`src/rtl/writeback_stage_pkg.sv`:
```
// Shared types for the rv32i writeback stage: write-enable, retire kind,
// load widths and FSM states, plus the load alignment check.
package writeback_stage_pkg;

  typedef enum logic {
    REG_NO_WE = 1'b0,
    REG_WE    = 1'b1
  } reg_we_e;

  typedef enum logic [1:0] {
    WB_NONE = 2'd0,
    WB_ALU  = 2'd1,
    WB_LOAD = 2'd2
  } wb_kind_e;

  typedef enum logic [2:0] {
    LB  = 3'b000,
    LH  = 3'b001,
    LW  = 3'b010,
    LBU = 3'b100,
    LHU = 3'b101
  } load_funct3_e;

  typedef enum logic {
    IDLE     = 1'b0,
    WAIT_MEM = 1'b1
  } wb_state_e;

  function automatic logic load_misaligned(
    input load_funct3_e f3,
    input logic [1:0]   off
  );
    logic mis;
    mis = 1'b0;
    unique case (f3)
      LH, LHU: mis = off[0];
      LW:      mis = (off != 2'b00);
      default: mis = 1'b0;
    endcase
    return mis;
  endfunction

endpackage

```
`src/rtl/writeback_stage_load_align.sv`:
```
// Load lane select and sign/zero extension.
// Purely combinational; offset is the byte address low bits.
module load_align
  import writeback_stage_pkg::*;
(
  input  load_funct3_e funct3,
  input  logic [1:0]   offset,
  input  logic [31:0]  rdata,
  output logic [31:0]  data
);

  logic [7:0]  b;
  logic [15:0] h;

  always_comb begin
    b = rdata[{offset, 3'b000} +: 8];
    h = offset[1] ? rdata[31:16] : rdata[15:0];
    data = rdata;
    unique case (funct3)
      LB:      data = {{24{b[7]}}, b};
      LBU:     data = {24'b0, b};
      LH:      data = {{16{h[15]}}, h};
      LHU:     data = {16'b0, h};
      default: data = rdata;
    endcase
  end

endmodule

```
`src/rtl/writeback_stage.sv`:
```
// rv32i writeback stage: retires ALU results, waits on and aligns loads,
// and is the sole driver of the register-file write port.
module writeback_stage
  import writeback_stage_pkg::*;
#(
  parameter int TIMEOUT_CYCLES = 256
) (
  input  logic         clk,
  input  logic         reset,
  input  logic         ex_valid,
  output logic         ex_ready,
  input  wb_kind_e     ex_kind,
  input  logic [4:0]   ex_rd,
  input  logic [31:0]  ex_result,
  input  load_funct3_e ex_funct3,
  input  logic         mem_rvalid,
  input  logic [31:0]  mem_rdata,
  output reg_we_e      we,
  output logic [4:0]   rd_addr,
  output logic [31:0]  rd_data,
  output logic         busy,
  output logic [4:0]   pending_rd,
  output logic         err_misalign,
  output logic         err_timeout
);

  localparam int CNT_W = $clog2(TIMEOUT_CYCLES);
  localparam logic [CNT_W-1:0] CNT_LAST = CNT_W'(TIMEOUT_CYCLES - 1);

  wb_state_e          state_q, state_d;
  logic [CNT_W-1:0]   cnt_q, cnt_d;
  logic [4:0]         rd_q, rd_d;
  load_funct3_e       f3_q, f3_d;
  logic [1:0]         off_q, off_d;
  reg_we_e            we_q, we_d;
  logic [4:0]         addr_q, addr_d;
  logic [31:0]        data_q, data_d;
  logic               mis_q, mis_d;
  logic               to_q, to_d;
  logic               accept;
  logic [31:0]        load_data;

  load_align u_align (
    .funct3 (f3_q),
    .offset (off_q),
    .rdata  (mem_rdata),
    .data   (load_data)
  );

  always_ff @(posedge clk) begin
    if (reset) begin
      state_q <= IDLE;
      cnt_q   <= '0;
      rd_q    <= '0;
      f3_q    <= LB;
      off_q   <= '0;
      we_q    <= REG_NO_WE;
      addr_q  <= '0;
      data_q  <= '0;
      mis_q   <= 1'b0;
      to_q    <= 1'b0;
    end else begin
      state_q <= state_d;
      cnt_q   <= cnt_d;
      rd_q    <= rd_d;
      f3_q    <= f3_d;
      off_q   <= off_d;
      we_q    <= we_d;
      addr_q  <= addr_d;
      data_q  <= data_d;
      mis_q   <= mis_d;
      to_q    <= to_d;
    end
  end

  assign accept = ex_valid && ex_ready;

  always_comb begin
    state_d = state_q;
    cnt_d   = cnt_q;
    rd_d    = rd_q;
    f3_d    = f3_q;
    off_d   = off_q;
    we_d    = REG_NO_WE;
    addr_d  = addr_q;
    data_d  = data_q;
    mis_d   = 1'b0;
    to_d    = 1'b0;
    unique case (state_q)
      IDLE: begin
        if (accept) begin
          unique case (ex_kind)
            WB_ALU: begin
              if (ex_rd != 5'd0) begin
                we_d   = REG_WE;
                addr_d = ex_rd;
                data_d = ex_result;
              end
            end
            WB_LOAD: begin
              if (load_misaligned(ex_funct3, ex_result[1:0])) begin
                mis_d = 1'b1;
              end else begin
                state_d = WAIT_MEM;
                cnt_d   = '0;
                rd_d    = ex_rd;
                f3_d    = ex_funct3;
                off_d   = ex_result[1:0];
              end
            end
            default: ;
          endcase
        end
      end
      WAIT_MEM: begin
        // A response on the expiry cycle still completes the load
        if (mem_rvalid) begin
          state_d = IDLE;
          if (rd_q != 5'd0) begin
            we_d   = REG_WE;
            addr_d = rd_q;
            data_d = load_data;
          end
        end else if (cnt_q == CNT_LAST) begin
          state_d = IDLE;
          to_d    = 1'b1;
        end else begin
          cnt_d = cnt_q + CNT_W'(1);
        end
      end
      default: state_d = IDLE;
    endcase
  end

  always_comb begin
    ex_ready   = (state_q == IDLE);
    busy       = (state_q == WAIT_MEM);
    pending_rd = busy ? rd_q : 5'd0;
  end

  assign we           = we_q;
  assign rd_addr      = addr_q;
  assign rd_data      = data_q;
  assign err_misalign = mis_q;
  assign err_timeout  = to_q;

endmodule
```
`config.mk`:
```
export PLATFORM = sky130hd
export DESIGN_NAME = writeback_stage
export DESIGN_NICKNAME = d
export VERILOG_FILES = /design/src/rtl/writeback_stage_pkg.sv /design/src/rtl/writeback_stage_load_align.sv /design/src/rtl/writeback_stage.sv
export SDC_FILE = /design/constraint.sdc
export NUM_CORES = 1
export LEC_CHECK = 0
export CAP_MARGIN = 10
export CORE_UTILIZATION = 40
export CTS_BUF_LIST = sky130_fd_sc_hd__clkbuf_8
export CTS_CLUSTER_DIAMETER = 60
export DETAILED_ROUTE_END_ITERATION = 16
export PLACE_DENSITY = 0.74
export SLEW_MARGIN = 5
export SYNTH_ARGS = -nofsm -noshare
export SYNTH_HDL_FRONTEND = slang
export SYNTH_SLANG_ARGS = --single-unit
```
`constraint.sdc`:
```
create_clock -name clk -period 2.1 [get_ports clk]
set_input_delay 0.42 -clock clk [delete_from_list [all_inputs] [get_ports clk]]
set_output_delay 0.42 -clock clk [all_outputs]
set_load 0.01 [all_outputs]
```
Yosys cells after proc, flatten, opt, wreduce, memory -nomap -nowiden:

Cells that the tools add are included.

* add/sub/neg operators: 1
* equality and inequality tests: 18
* shift operators: 1
* mux-type cells: 39
* bitwise operators: 4
* reduce and logical (&&, ||, !) cells: 11

Operators by type and width (count)
* $mux W32: 5
* $pmux W32 S4: 1
* $pmux W32 S2: 1
* $mux W8: 5
* $shiftx A32 B6 Y8: 1
* $mux W5: 6
* $mux W16: 1
* $pmux W8 S2: 1
* $mux W1: 15
* $ne A2 B1 Y1 const B: 5
* $pmux W5 S2: 1
* $reduce_and A5 Y1: 2
* $reduce_bool A5 Y1: 2
* $eq A3 B3 Y1 const B: 3
* $add A8 B1 Y8 const B: 1
* $eq A8 B8 Y1 const B: 1
* $ne A2 B2 Y1 const B: 4
* $eq A3 B1 Y1 const B: 2
* $pmux W1 S2: 3
* $not A1 Y1: 4
* $reduce_and A4 Y1: 1
* $reduce_or A4 Y1: 1
* $eq A3 B2 Y1 const B: 1
* $logic_not A3 Y1: 1
* 6 further kinds: 6

* bits in registers: 59
* logic and storage cells: 84

Longest topological paths before layout:

Gate-level depths: netlist (run 1).

* word-level depth: 10
* mapped depth: 7
* depth with buffers taken out: 5

By module:

A second synthesis (run 1) with hierarchy kept.

* cells, all modules: 372
* area, all modules: 3455.8 sq um

By module, submodules not included
* writeback_stage: times used 1, cells an instance 276, area each 2610.0 sq um, sequential area each 1181.1 sq um
* load_align: times used 1, cells an instance 96, area each 845.8 sq um, sequential area each 0.0 sq um

Worst setup path before layout (run 1):

OpenSTA, ideal clock, no wires.

* path type: register to register
* from: register rd_q[0]
* to: register data_q[0], in the netlist rd_data[0]
* library setup time: 0.134 ns
* arrival time: 1.717 ns
* required time: 1.966 ns
* path slack: 0.249 ns
* cell stages (with the launch flop): 8
* buffers on the path: 2
* clock period less this slack: 1.851 ns
* cells stage by stage: dfxtp_1 -> or3_1 -> o311a_4 -> or2_4 -> buf_6 -> buf_2 -> o211ai_1 -> a21oi_1

* longest elaborated chain between the ends: 3

RTL lines
* start, declared: line writeback_stage.sv:32 `logic [4:0] rd_q, rd_d;`
* start signal, assigned: line writeback_stage.sv:65 `rd_q <= rd_d;`
* $reduce_bool A5 Y1: line writeback_stage.sv:119 `if (rd_q != 5'd0) begin`
* $ne A2 B1 Y1 (no source line)
* $reduce_and A5 Y1 (no source line)
* end signal, assigned: line writeback_stage.sv:70 `data_q <= data_d;`
* end, declared: line writeback_stage.sv:37 `logic [31:0] data_q, data_d;`

Every way passes these cells.
A chain may end at the register's enable or synchronous reset.

Worst setup path after layout (run 1):

* from: register state_q, in the netlist busy
* to: output pending_rd[3]

* longest elaborated chain between the ends: 1

RTL lines
* start, declared: line writeback_stage.sv:30 `wb_state_e state_q, state_d;`
* start signal, assigned: line writeback_stage.sv:63 `state_q <= state_d;`
* $mux W5: line writeback_stage.sv:138 `pending_rd = busy ? rd_q : 5'd0;`
* end, declared: line writeback_stage.sv:22 `output logic [4:0] pending_rd,`

Every way passes these cells.

==> out/qor.log, run 1 <==
[sta] Fmax 0.499 GHz
[layout] Layout Utilization 65.1%
[yosys] post-synth net total 447
[sta] max-slew violations 0
[die] Initial Util 42.1%
[layout] number of antenna repair diodes 0
[die] Die X-Extent 90.0 um
[sta] worst slew margin relative to its limit 61.4%
[yosys] fraction of the mapped netlist area in simple logic gates 18.8%
[grt] global-route wire length before repair 16.1 mm
[sta] min cycle time layout 2.00 ns
[layout] most common cell after layout, fill and taps aside clkdlybuf4s50_1
[power] Final Total Pwr 0.00281 W
[route] average detailed-routed wire length per instance 16.2 um
[yosys] synthesized instance count 368
[die] # rows 31
[yosys] mean post-synth cell area 8.43 sq um
[worst_setup_path] cells along the critical path buf_4 -> and2_1 -> clkdlybuf4s50_1
[power] Lkg Pwr 1.70 nW
[yosys] Yosys warnings 0
[yosys] post-synthesis sequential area ratio 38.1%
[route] detailed-routing iteration count for the pre-antenna-repair pass 4
[sta] fraction of the cycle the final worst path needs 95.4%
[power] highest ir drop seen on vdd 0.352 mV
[yosys] number of distinct standard cells referenced by the synthesized netlist 53
[route] antenna viol nets, final 0
[route] Via density 5.45
[sta] fin worst setup slack 0.0971 ns
[yosys] register bit total from synthesis 59
[clocking] root cell of the clock tree clkbuf_8
[clocking] TritonCTS buffer count 9
[placed_design] port bufs 124
[worst_setup_path] critical path class reg -> out
[yosys] main combinational cell family by area after synthesis compound AO/OA/AOI/OAI gates
[clocking] register clock-pin slew on the reported worst setup and hold paths 0.06 ns
[yosys] share of the synthesized area in compound gates (AO/OA/AOI/OAI) 32.4%
[yosys] leading post-synthesis cells by cell area dfxtp_1 (38%), a21oi_1 (11%), o211ai_1 (5.1%)
[power] total power divided by cell area 585 nW/um^2
[sta] number of endpoints failing setup at the final stage 0
[grt] number of antenna violations at the first check in global routing 0
[sta] unrepaired setup endpoints after global routing false
[worst_setup_path] Worst setup SP type flip-flop
[yosys] ys flop type dfxtp_1
[route] WL final 9.88 mm
[layout] fill count 634
[worst_setup_path] max incr delay on CP 0.54 ns
[yosys] fraction of registers with async set/reset 0%
[layout] share of layout cells above drive strength 1 12.0%
[yosys] mux contribution to synthesized area 3.95%
[clocking] clock latency of the later-clocked register in the worst-skew pair 0.33 ns
[grt] overall overflow remaining after global route 0
[layout] non-filler cells, final 608
[placed_design] post-placement setup slack -0.130 ns
[worst_setup_path] slowest stage cell on the critical path clkdlybuf4s50_1
[route] first-iteration detailed-routing DRC count 266
[die] overall die area 8110 sq um
[die] Core Box Area 7370 sq um
[worst_setup_path] critical-path maximum fanout 7
[layout] Nets 584
[clocking] count of H-tree levels built during CTS 3
[layout] relative area change from synthesis to final layout 54.6%
[job] count of max-cap constraint violations 0
[worst_setup_path] nature of the critical path endpoint primary output
[sta] final setup skew 0.00318 ns
[yosys] library cell with the largest summed area after synthesis dfxtp_1
[grt] number of global-route vias before repair 3170
[yosys] fraction of synthesized cell area taken by the top area cell type 38.1%
[clocking] Clock Sinks 59
[worst_setup_path] Data required, critical path 1.68 ns
[layout] highest-count cells in the layout ignoring fill and taps clkdlybuf4s50_1 (123), a21oi_1 (68), dfxtp_1 (58)
[clocking] clock tree from TritonCTS done
[yosys] area share of fa/ha/maj cells after synthesis 0.404%
[worst_setup_path] Crit path arrival time 1.58 ns
[grt] pin count of the biggest net entering global routing 24
[sta] Fin. Hold Viols 0
[route] count of vias placed by the detailed router 3311
[hold_path] type of the most critical hold path reg -> reg
[yosys] Mapped Area 3100 sq um
[sta] transition time at the pin with the least slew margin 0.572 ns
[yosys] xor-xnor portion of the synthesized cell area 1.13%
[yosys] count of flip-flops with a built-in enable after synthesis 0
[placed_design] final weighted congestion of routability-driven global placement 0.853
[placed_design] final HPWL from detailed placement 7.53 mm
[run_status] run status completed
[route] detailed-route DRC error count 0
[grt] total track usage 24.9%
[die] Chip Height 90.0 um
[clocking] maximum root-to-sink buffer count 2
[placed_design] post-placement cell count 593
[die] total I/O pin count 125
through the flow:
step	hold WS, ns	instance area [sq um]	TNS [ns]
CTS	0.455	4790	0
floorplan	0.460	3100	0
finish	0.453	4790	0
global route	0.472	4790	0
detailed placement	0.446	4580	-1.67
global placement	0.443	4580	-1.20
cells in the mapped netlist, types with 4 or more instances:
| cell type | count |
|---|---|
| xor2_1 | 4 |
| a211oi_2 | 5 |
| o311ai_0 | 8 |
| a21oi_1 | 68 |
| dfxtp_1 | 59 |
| and2_1 | 6 |
| nor2b_1 | 11 |
| buf_6 | 4 |
| nand2_1 | 30 |
| nor2_1 | 32 |
| o211ai_1 | 21 |
| clkbuf_1 | 18 |
| nor3_1 | 4 |
| a31oi_1 | 6 |
| nand2b_1 | 5 |
| nand3_1 | 10 |
| a211oi_1 | 8 |
| o2bb2ai_1 | 15 |
| mux2i_1 | 10 |
power by group:
part	switching (W)	internal, W	total, W	leakage [nW]
Sequential	0.0000259	0.00116	0.00119	0.479
Clock	0.000429	0.000667	0.00110	0.113
Combinational	0.000227	0.000297	0.000523	1.11
worst max-delay path: cells and delay by family, from the launching register on:
family | cells | cell delay [ns]
and+or+nand+nor | 1 | 0.16
DFF | 1 | 0.39
buffers and inverters | 2 | 0.70
logic make-up (layout without fill, tap and decap cells):
logic type / count (synthesis) / after routing
AO/OA/AOI/OAI: 144 / 144
XOR/XNOR: 4 / 4
adder cells (fa/ha/maj): 1 / 1
buffers and inverters: 32 / 173
flip-flops: 59 / 59
multiplexers: 12 / 12
AND/OR/NAND/NOR: 116 / 116
sequential cells by signal, indices dropped and copies added, names as in the netlist:
register and flops:
rd_q 5, rd_data 32, cnt_q 8, rd_addr 5
err_timeout 1, busy 1, f3_q 3, err_misalign 1
we 1, off_q 2
worst paths after layout:
kind | startpoint | to | slack (ns) | cells past startpoint
max reg2reg | f3_q[0] | rd_data[1] | 0.16 | 6
min reg2reg | rd_data[12] | rd_data[12] | 0.45 | 2
max | busy | pending_rd[3] | 0.1 | 3
min | rd_data[12] | rd_data[12] | 0.45 | 2
layout make-up:
cell class | instances | area [sq um] | share of cell area, %
Sequential cell | 59 | 1180 | 24.7
Tap cell | 99 | 124 | 2.58
Clock buffer | 13 | 179 | 3.73
Clock inverter | 2 | 33.8 | 0.705
Multi-Input combinational cell | 277 | 1760 | 36.7
Inverter | 3 | 11.3 | 0.235
Timing Repair Buffer | 155 | 1510 | 31.4
layer usage:
layer  wire, um  global-route usage (%)
met5          0                       0
met1       4540                    33.0
met4        264                    10.9
met3        498                    4.48
met2       4580                    39.4
repair_timing:
item / 4_1_cts / 5_1_grt
setup buffers: 0 / 0
hold buffers: 0 / 0
setup endpoints to repair: 0 / 6
gates resized for setup: 0 / 1
hold endpoints to repair: 0 / 0
Power figures use the tool's default switching activity.
==> run 2: changes to the inputs <==
--- a/config.mk
+++ b/config.mk
@@ -5,7 +5,7 @@
 export SDC_FILE = /design/constraint.sdc
 export NUM_CORES = 1
 export LEC_CHECK = 0
-export CAP_MARGIN = 10
+export CAP_MARGIN = 5
 export CORE_UTILIZATION = 40
 export CTS_BUF_LIST = sky130_fd_sc_hd__clkbuf_8
 export CTS_CLUSTER_DIAMETER = 60
==> results of run 2 <==
No change in the layout: final DEF, timing and power equal those of run 1.
